## src/rtl/dds_pkg.sv

```systemverilog
// Shared constants and types for the DDS phase accumulator and its optional dither LFSR.
package dds_pkg;

  localparam logic [1:0] CFG_FTW    = 2'b00;
  localparam logic [1:0] CFG_POFF   = 2'b01;
  localparam logic [1:0] CFG_RSVD   = 2'b10;
  localparam logic [1:0] CFG_COMMIT = 2'b11;

  typedef enum logic [1:0] {
    ST_IDLE = 2'd0,
    ST_RUN  = 2'd1,
    ST_PEND = 2'd2
  } dds_state_e;

  // Right-shifting Fibonacci form of x^16+x^14+x^13+x^11+1: feedback from bits 0,2,3,5.
  localparam logic [15:0] LFSR_SEED = 16'hACE1;
  localparam logic [15:0] LFSR_TAPS = 16'h002D;

  function automatic int dither_width(input int acc_w, input int phase_w);
    int w;
    w = acc_w - phase_w;
    if (w > 16) w = 16;
    if (w < 0)  w = 0;
    return w;
  endfunction

endpackage

```

## src/rtl/dds_dither_lfsr.sv

```systemverilog
// 16-bit Fibonacci LFSR used to dither the truncated DDS phase; advances only while enabled.
module dds_dither_lfsr
  import dds_pkg::*;
(
  input  logic        clk_i,
  input  logic        rst_i,
  input  logic        adv_i,
  output logic [15:0] lfsr_o
);

  logic [15:0] lfsr_q;
  logic [15:0] lfsr_d;
  logic        fb;

  always_comb begin
    fb     = ^(lfsr_q & LFSR_TAPS);
    lfsr_d = lfsr_q;
    if (adv_i) lfsr_d = {fb, lfsr_q[15:1]};
  end

  always_ff @(posedge clk_i) begin
    if (rst_i) lfsr_q <= LFSR_SEED;
    else       lfsr_q <= lfsr_d;
  end

  assign lfsr_o = lfsr_q;

endmodule

```

## src/rtl/dds_phase_accum.sv

```systemverilog
// DDS phase accumulator with shadowed FTW/phase-offset config and immediate or at-wrap commit.
// Optional phase dither is enabled by defining DDS_PHASE_DITHER_EN.
module dds_phase_accum
  import dds_pkg::*;
#(
  parameter int ACC_W   = 32,
  parameter int PHASE_W = 8
) (
  input  logic               clk_i,
  input  logic               rst_i,
  input  logic               cfg_valid_i,
  output logic               cfg_ready_o,
  input  logic [1:0]         cfg_sel_i,
  input  logic [ACC_W-1:0]   cfg_data_i,
  input  logic               run_i,
  output logic [PHASE_W-1:0] phase_out_o,
  output logic               phase_vld_o,
  output logic               wrap_o,
  output logic               pending_o
);

  dds_state_e         state_q, state_d;
  logic [ACC_W-1:0]   acc_q, acc_d;
  logic [ACC_W-1:0]   ftw_act_q, ftw_act_d;
  logic [ACC_W-1:0]   poff_act_q, poff_act_d;
  logic [ACC_W-1:0]   ftw_sh_q, ftw_sh_d;
  logic [ACC_W-1:0]   poff_sh_q, poff_sh_d;
  logic [PHASE_W-1:0] phase_q, phase_d;
  logic               vld_q, wrap_q;

  logic [ACC_W:0]     acc_sum;
  logic [ACC_W-1:0]   phase_full;
  logic               carry;
  logic               cfg_xfer;

  assign acc_sum  = {1'b0, acc_q} + {1'b0, ftw_act_q};
  assign carry    = run_i & acc_sum[ACC_W];
  assign cfg_xfer = cfg_valid_i & cfg_ready_o;

`ifdef DDS_PHASE_DITHER_EN
  localparam int          DITH_W    = dither_width(ACC_W, PHASE_W);
  localparam logic [15:0] DITH_MASK = (DITH_W >= 16) ? 16'hFFFF : 16'((32'd1 << DITH_W) - 32'd1);
  logic [15:0] lfsr;

  dds_dither_lfsr u_dither (
    .clk_i  (clk_i),
    .rst_i  (rst_i),
    .adv_i  (run_i),
    .lfsr_o (lfsr)
  );

  // Carry out of the dither add is dropped; wrap only follows the accumulator.
  assign phase_full = acc_q + poff_act_q + ACC_W'(lfsr & DITH_MASK);
`else
  assign phase_full = acc_q + poff_act_q;
`endif

  assign phase_d = phase_full[ACC_W-1 -: PHASE_W];

  always_comb begin
    state_d    = state_q;
    acc_d      = acc_q;
    ftw_act_d  = ftw_act_q;
    poff_act_d = poff_act_q;
    ftw_sh_d   = ftw_sh_q;
    poff_sh_d  = poff_sh_q;

    if (run_i) acc_d = acc_sum[ACC_W-1:0];

    unique case (state_q)
      ST_IDLE: if (run_i)  state_d = ST_RUN;
      ST_RUN:  if (!run_i) state_d = ST_IDLE;
      ST_PEND: begin
        if (carry) begin
          ftw_act_d  = ftw_sh_q;
          poff_act_d = poff_sh_q;
          state_d    = run_i ? ST_RUN : ST_IDLE;
        end
      end
      default: state_d = ST_IDLE;
    endcase

    // No transfer can be accepted in ST_PEND, so this never races the wrap copy above.
    if (cfg_xfer) begin
      case (cfg_sel_i)
        CFG_FTW:  ftw_sh_d  = cfg_data_i;
        CFG_POFF: poff_sh_d = cfg_data_i;
        CFG_COMMIT: begin
          if (cfg_data_i[0]) begin
            ftw_act_d  = ftw_sh_q;
            poff_act_d = poff_sh_q;
          end else begin
            state_d = ST_PEND;
          end
        end
        default: ;
      endcase
    end
  end

  always_ff @(posedge clk_i) begin
    if (rst_i) begin
      state_q    <= ST_IDLE;
      acc_q      <= '0;
      ftw_act_q  <= '0;
      poff_act_q <= '0;
      ftw_sh_q   <= '0;
      poff_sh_q  <= '0;
      phase_q    <= '0;
      vld_q      <= 1'b0;
      wrap_q     <= 1'b0;
    end else begin
      state_q    <= state_d;
      acc_q      <= acc_d;
      ftw_act_q  <= ftw_act_d;
      poff_act_q <= poff_act_d;
      ftw_sh_q   <= ftw_sh_d;
      poff_sh_q  <= poff_sh_d;
      phase_q    <= phase_d;
      vld_q      <= run_i;
      wrap_q     <= carry;
    end
  end

  assign cfg_ready_o = (state_q != ST_PEND);
  assign pending_o   = (state_q == ST_PEND);
  assign phase_out_o = phase_q;
  assign phase_vld_o = vld_q;
  assign wrap_o      = wrap_q;

endmodule

```

## config.mk

```make
export PLATFORM = sky130hd
export DESIGN_NAME = dds_phase_accum
export DESIGN_NICKNAME = d
export VERILOG_FILES = /design/src/rtl/dds_pkg.sv /design/src/rtl/dds_dither_lfsr.sv /design/src/rtl/dds_phase_accum.sv
export SDC_FILE = /design/constraint.sdc
export NUM_CORES = 1
export LEC_CHECK = 0
export ABC_AREA = 1
export CAP_MARGIN = 15
export CORE_MARGIN = 1
export CORE_UTILIZATION = 54
export DETAILED_ROUTE_END_ITERATION = 8
export GPL_TIMING_DRIVEN = 0
export PLACE_DENSITY = 0.77
export SLEW_MARGIN = 20
export SYNTH_ARGS = -nofsm -noshare
export SYNTH_HDL_FRONTEND = slang
export SYNTH_SLANG_ARGS = --single-unit
```

## constraint.sdc

```tcl
create_clock -name clk_i -period 2.59 [get_ports clk_i]
set_clock_uncertainty 0.2 [all_clocks]
set_input_delay 0.518 -clock clk_i [delete_from_list [all_inputs] [get_ports clk_i]]
set_output_delay 0.518 -clock clk_i [all_outputs]
set_load 0.03 [all_outputs]
```

==> impl_metrics.csv <==
group,metric,value,unit
status,outcome,"finished clean",
drt,drt_wl_total,33400,um
pwr,power.leakage,6.227,nW
pwr,ir_drop,0.4291,mV
worst_setup_path,crit_path_end_kind,"primary output",
synth,synth_mux_area_share,0,%
global_routing,antenna_found_initial,0,
pwr,internal_power,4.442,mW
cts,cts_num_sinks,172,
worst_hold_path,hold_path_end,"ftw_sh_q[6]",
pwr,comb_power_share,13.6,%
drt,vias_per_cell,5.503,
synth,synth_ff_type,"dfxtp_1",
drt,ant_nets,0,
timing,slew_viol_final,0,
synth,synth_top_family_by_area,"simple AND/OR/NAND/NOR gates",
timing,fin_crit_sh,96.36,%
synth,synth_warnings,0,
pwr,share_seq_of_total_power,45.7,%
global_routing,grt_pass1_wl,51960,um
timing,min_period,2496,ps
floorplan,ioPinCount,50,
pwr,fin_total_pwr,6.375,mW
cts,clockRootBuffer,"clkbuf_16",
timing,hold_viol,0,
layout,fillers,1837,
global_routing,grt_max_degree,20,
synth,synth_top_area_cell,"dfxtp_1",
synth,synth-seq-cells,172,
global_routing,grt_pass1_vias,10150,
cts,clock_path_buffers,2,
worst_setup_path,rr_worst_depth,15,
pwr,p_per_area,510.9,mW/mm^2
drt,firstDrtPassIters,6,
placement,dpl.hpwl,26100,um
cts,cts_tree,"built",
synth,netlist_top_cells_count,"nand2_1 (298), nor2_1 (266), inv_1 (209)",
layout,ff_latch_area,0.003450,mm^2
worst_hold_path,whs_path_depth,2,
drt,drc,0,
layout,final_nets,1843,
cts,cts_buffers,17,
worst_setup_path,arrival,1780,ps
synth,yosysTopAreaCellShare,31.93,%
layout,area_delta_synth_final,15.68,%
cts,clkTransAtPathRegs,70,ps
layout,diodes,0,
worst_setup_path,r2r_start,"ftw_act_q[26]",
cts,ctsHoldBuffers,0,
synth,ys_seq_area_share,31.93,%
pwr,sw_frac_of_total,30.32,%
worst_setup_path,max_stage_delay,440,ps
synth,synth_edf_count,0,
synth,synth_cells,1671,
worst_hold_path,worstHoldStart,"ftw_sh_q[6]",
worst_setup_path,rr_endpoint,"ftw_act_q[1]",
synth,synth-compound-area-share,14.21,%
floorplan,core,0.01953,mm^2
synth,syn_nets,1772,
synth,syn-cell-area,0.01079,mm^2
synth,synth-async-reset-ratio,0,%
synth,synth_area_per_cell,6.454,um^2
cts,clk_latency,440,ps
placement,port_buffers,48,
worst_hold_path,hold_class,"reg -> reg",
timing,setup_violations,0,
worst_setup_path,path_cells,"inv_1 -> nor2_2 -> clkbuf_2 -> dlygate4sd2_1",
synth,yosys.area_share.adder,7.378,%
drt,drt_iter0_drc,899,
timing,worstMarginPinSlew,742.0,ps
synth,yosys.area_share.simple,34.37,%
pwr,power_switching,1.933,mW
floorplan,die_area,0.02054,mm^2
floorplan,die_w,143.3,um
floorplan,row_count,51,
worst_setup_path,cp_max_fo,10,
synth,synth-xor-area-share,1.218,%
drt,wl_per_cell,16.54,um
layout,drive_gt1_share,8.433,%
synth,synthTopCellsByArea,"dfxtp_1 (32%), nand2_1 (10%), nor2_1 (9.3%)",
placement,globalplace.congestion,0.9860,
global_routing,grt-ovfl-total,0,
worst_setup_path,crit_start,"state_q[1]",
layout,multi_input_area,0.006346,mm^2
global_routing,grt_usage,33.43,%
timing,grt_setup_unrepaired,"true",
worst_setup_path,startpoint_type,"flip-flop",
worst_setup_path,critPathRequiredTime,1870,ps
timing,max_freq,400.7,MHz
timing,holdWs,279.7,ps
worst_setup_path,slowest_stage,"dlygate4sd2_1",
synth,ys_types,33,
worst_setup_path,crit_type,"reg -> out",
floorplan,die_h,143.3,um
pwr,clkPwrFrac,40.8,%
drt,num_vias,11117,
job,max_cap_viol_count,0,
cts,h-tree-depth,4,
floorplan,start_util,55.24,%
timing,slew-limit-headroom,50.53,%
worst_setup_path,ff2ff_setup_slack,100,ps
synth,yosysMostFrequentCell,"nand2_1",
## how the worst max path moves through the flow
stage	to	cells after the start
floorplan	ftw_act_q[27]	16
global placement	poff_sh_q[21]	7
detailed placement	poff_sh_q[26]	7
CTS	poff_sh_q[29]	7
global route	ftw_act_q[1]	16
finish	pending_o	4
## power groups by stage
stage / combinational, mW / sequential [mW] / clock [mW]
6_report: 0.865 / 2.91 / 2.60
5_1_grt: 0.968 / 2.92 / 2.72
4_1_cts: 0.827 / 2.90 / 2.60
3_5_place_dp: 0.820 / 2.96 / 0
3_3_place_gp: 0.806 / 2.95 / 0
2_1_floorplan: 0.558 / 2.92 / 0
## final cells by class
type,instances,area share [%]
plain buffers,78,3.369
well taps,265,2.657
inverters,211,6.348
flip-flops and latches,172,27.65
clock buffers,18,3.520
clock inverters,14,1.374
repair buffers,52,4.222
multi-input cells,1210,50.86
## registers in the layout, indices dropped and copies added (netlist names)
name         cells
acc_q           32
ftw_sh_q        32
phase_out_o      8
state_q          2
wrap_o           1
poff_sh_q       32
poff_act_q      32
ftw_act_q       32
phase_vld_o      1
## per-stage QoR
step | setup TNS (ps) | cell area [um^2] | instances | setup slack [ps] | util [%]
after detailed placement | -14900 | 11600 | 1984 | -448.3 | 59.39
after global placement | -13960 | 11600 | 1984 | -407.3 | 59.39
after CTS | 0 | 12210 | 2016 | 6.147 | 62.55
after floorplan | 0 | 10790 | 1671 | 329.4 | -
after global routing | -2.005 | 12480 | 2020 | -2.005 | 63.90
final | 0 | 12480 | 2020 | 94.26 | 63.90
## worst max-delay path, delay by kind of cell (launching register included)
family | cells | cell delay [ps]
AND/OR/NAND/NOR | 1 | 230
flip-flops | 1 | 310
buffers and inverters | 3 | 800
## cell families (layout without fill, tap and decap cells)
| family | count (synthesis) | count (layout) |
|---|---|---|
| AOI/OAI and AO/OA | 287 | 287 |
| xor gates and xnor gates | 15 | 15 |
| adders and majority gates | 63 | 63 |
| buffers and inverters | 289 | 373 |
| DFF | 172 | 172 |
| and+or+nand+nor | 845 | 845 |
## cell usage in the layout, fill, tap and decap left out, types with 3 or more instances in the layout
| cell | Yosys | final |
|---|---|---|
| nand3_1 | 130 | 129 |
| clkdlybuf4s50_1 | 0 | 47 |
| clkbuf_16 | 0 | 18 |
| nor4_1 | 6 | 6 |
| buf_2 | 15 | 12 |
| a31oi_1 | 9 | 9 |
| ha_1 | 62 | 48 |
| nor2_2 | 3 | 3 |
| xnor2_1 | 4 | 4 |
| o21bai_1 | 13 | 13 |
| inv_6 | 0 | 4 |
| xor2_1 | 11 | 11 |
| nor3_1 | 10 | 9 |
| nand2_2 | 56 | 56 |
| ha_4 | 0 | 12 |
| a21oi_1 | 134 | 133 |
| buf_4 | 5 | 8 |
| clkinv_8 | 0 | 6 |
| inv_1 | 209 | 209 |
| a21o_1 | 16 | 16 |
| o21ai_0 | 110 | 109 |
| buf_6 | 7 | 4 |
| dfxtp_1 | 172 | 169 |
| clkbuf_1 | 49 | 48 |
| nor2_1 | 266 | 266 |
| nand4_1 | 71 | 71 |
| nand2_1 | 298 | 297 |
## routing by layer
| layer | wire (um) | GRT usage (%) | share of wire, % | vias up |
|---|---|---|---|---|
| li1 | - | - | - | 5610 |
| met1 | 14850 | 45.53 | 44 | 5002 |
| met2 | 14990 | 55.04 | 45 | 438 |
| met3 | 2505 | 4.299 | 7.5 | 67 |
| met4 | 1050 | 10.19 | 3.1 | 0 |
| met5 | 0 | 0 | 0 | - |
## timing repair
item | in CTS | in global routing
resized for setup | 5 | 36
endpoints found under the hold margin | 0 | 0
setup buffers | 0 | 3
endpoints found under the setup margin | 40 | 80
pin swaps | 0 | 2
cloned | 0 | 1
(Power assumes the default switching activity.)
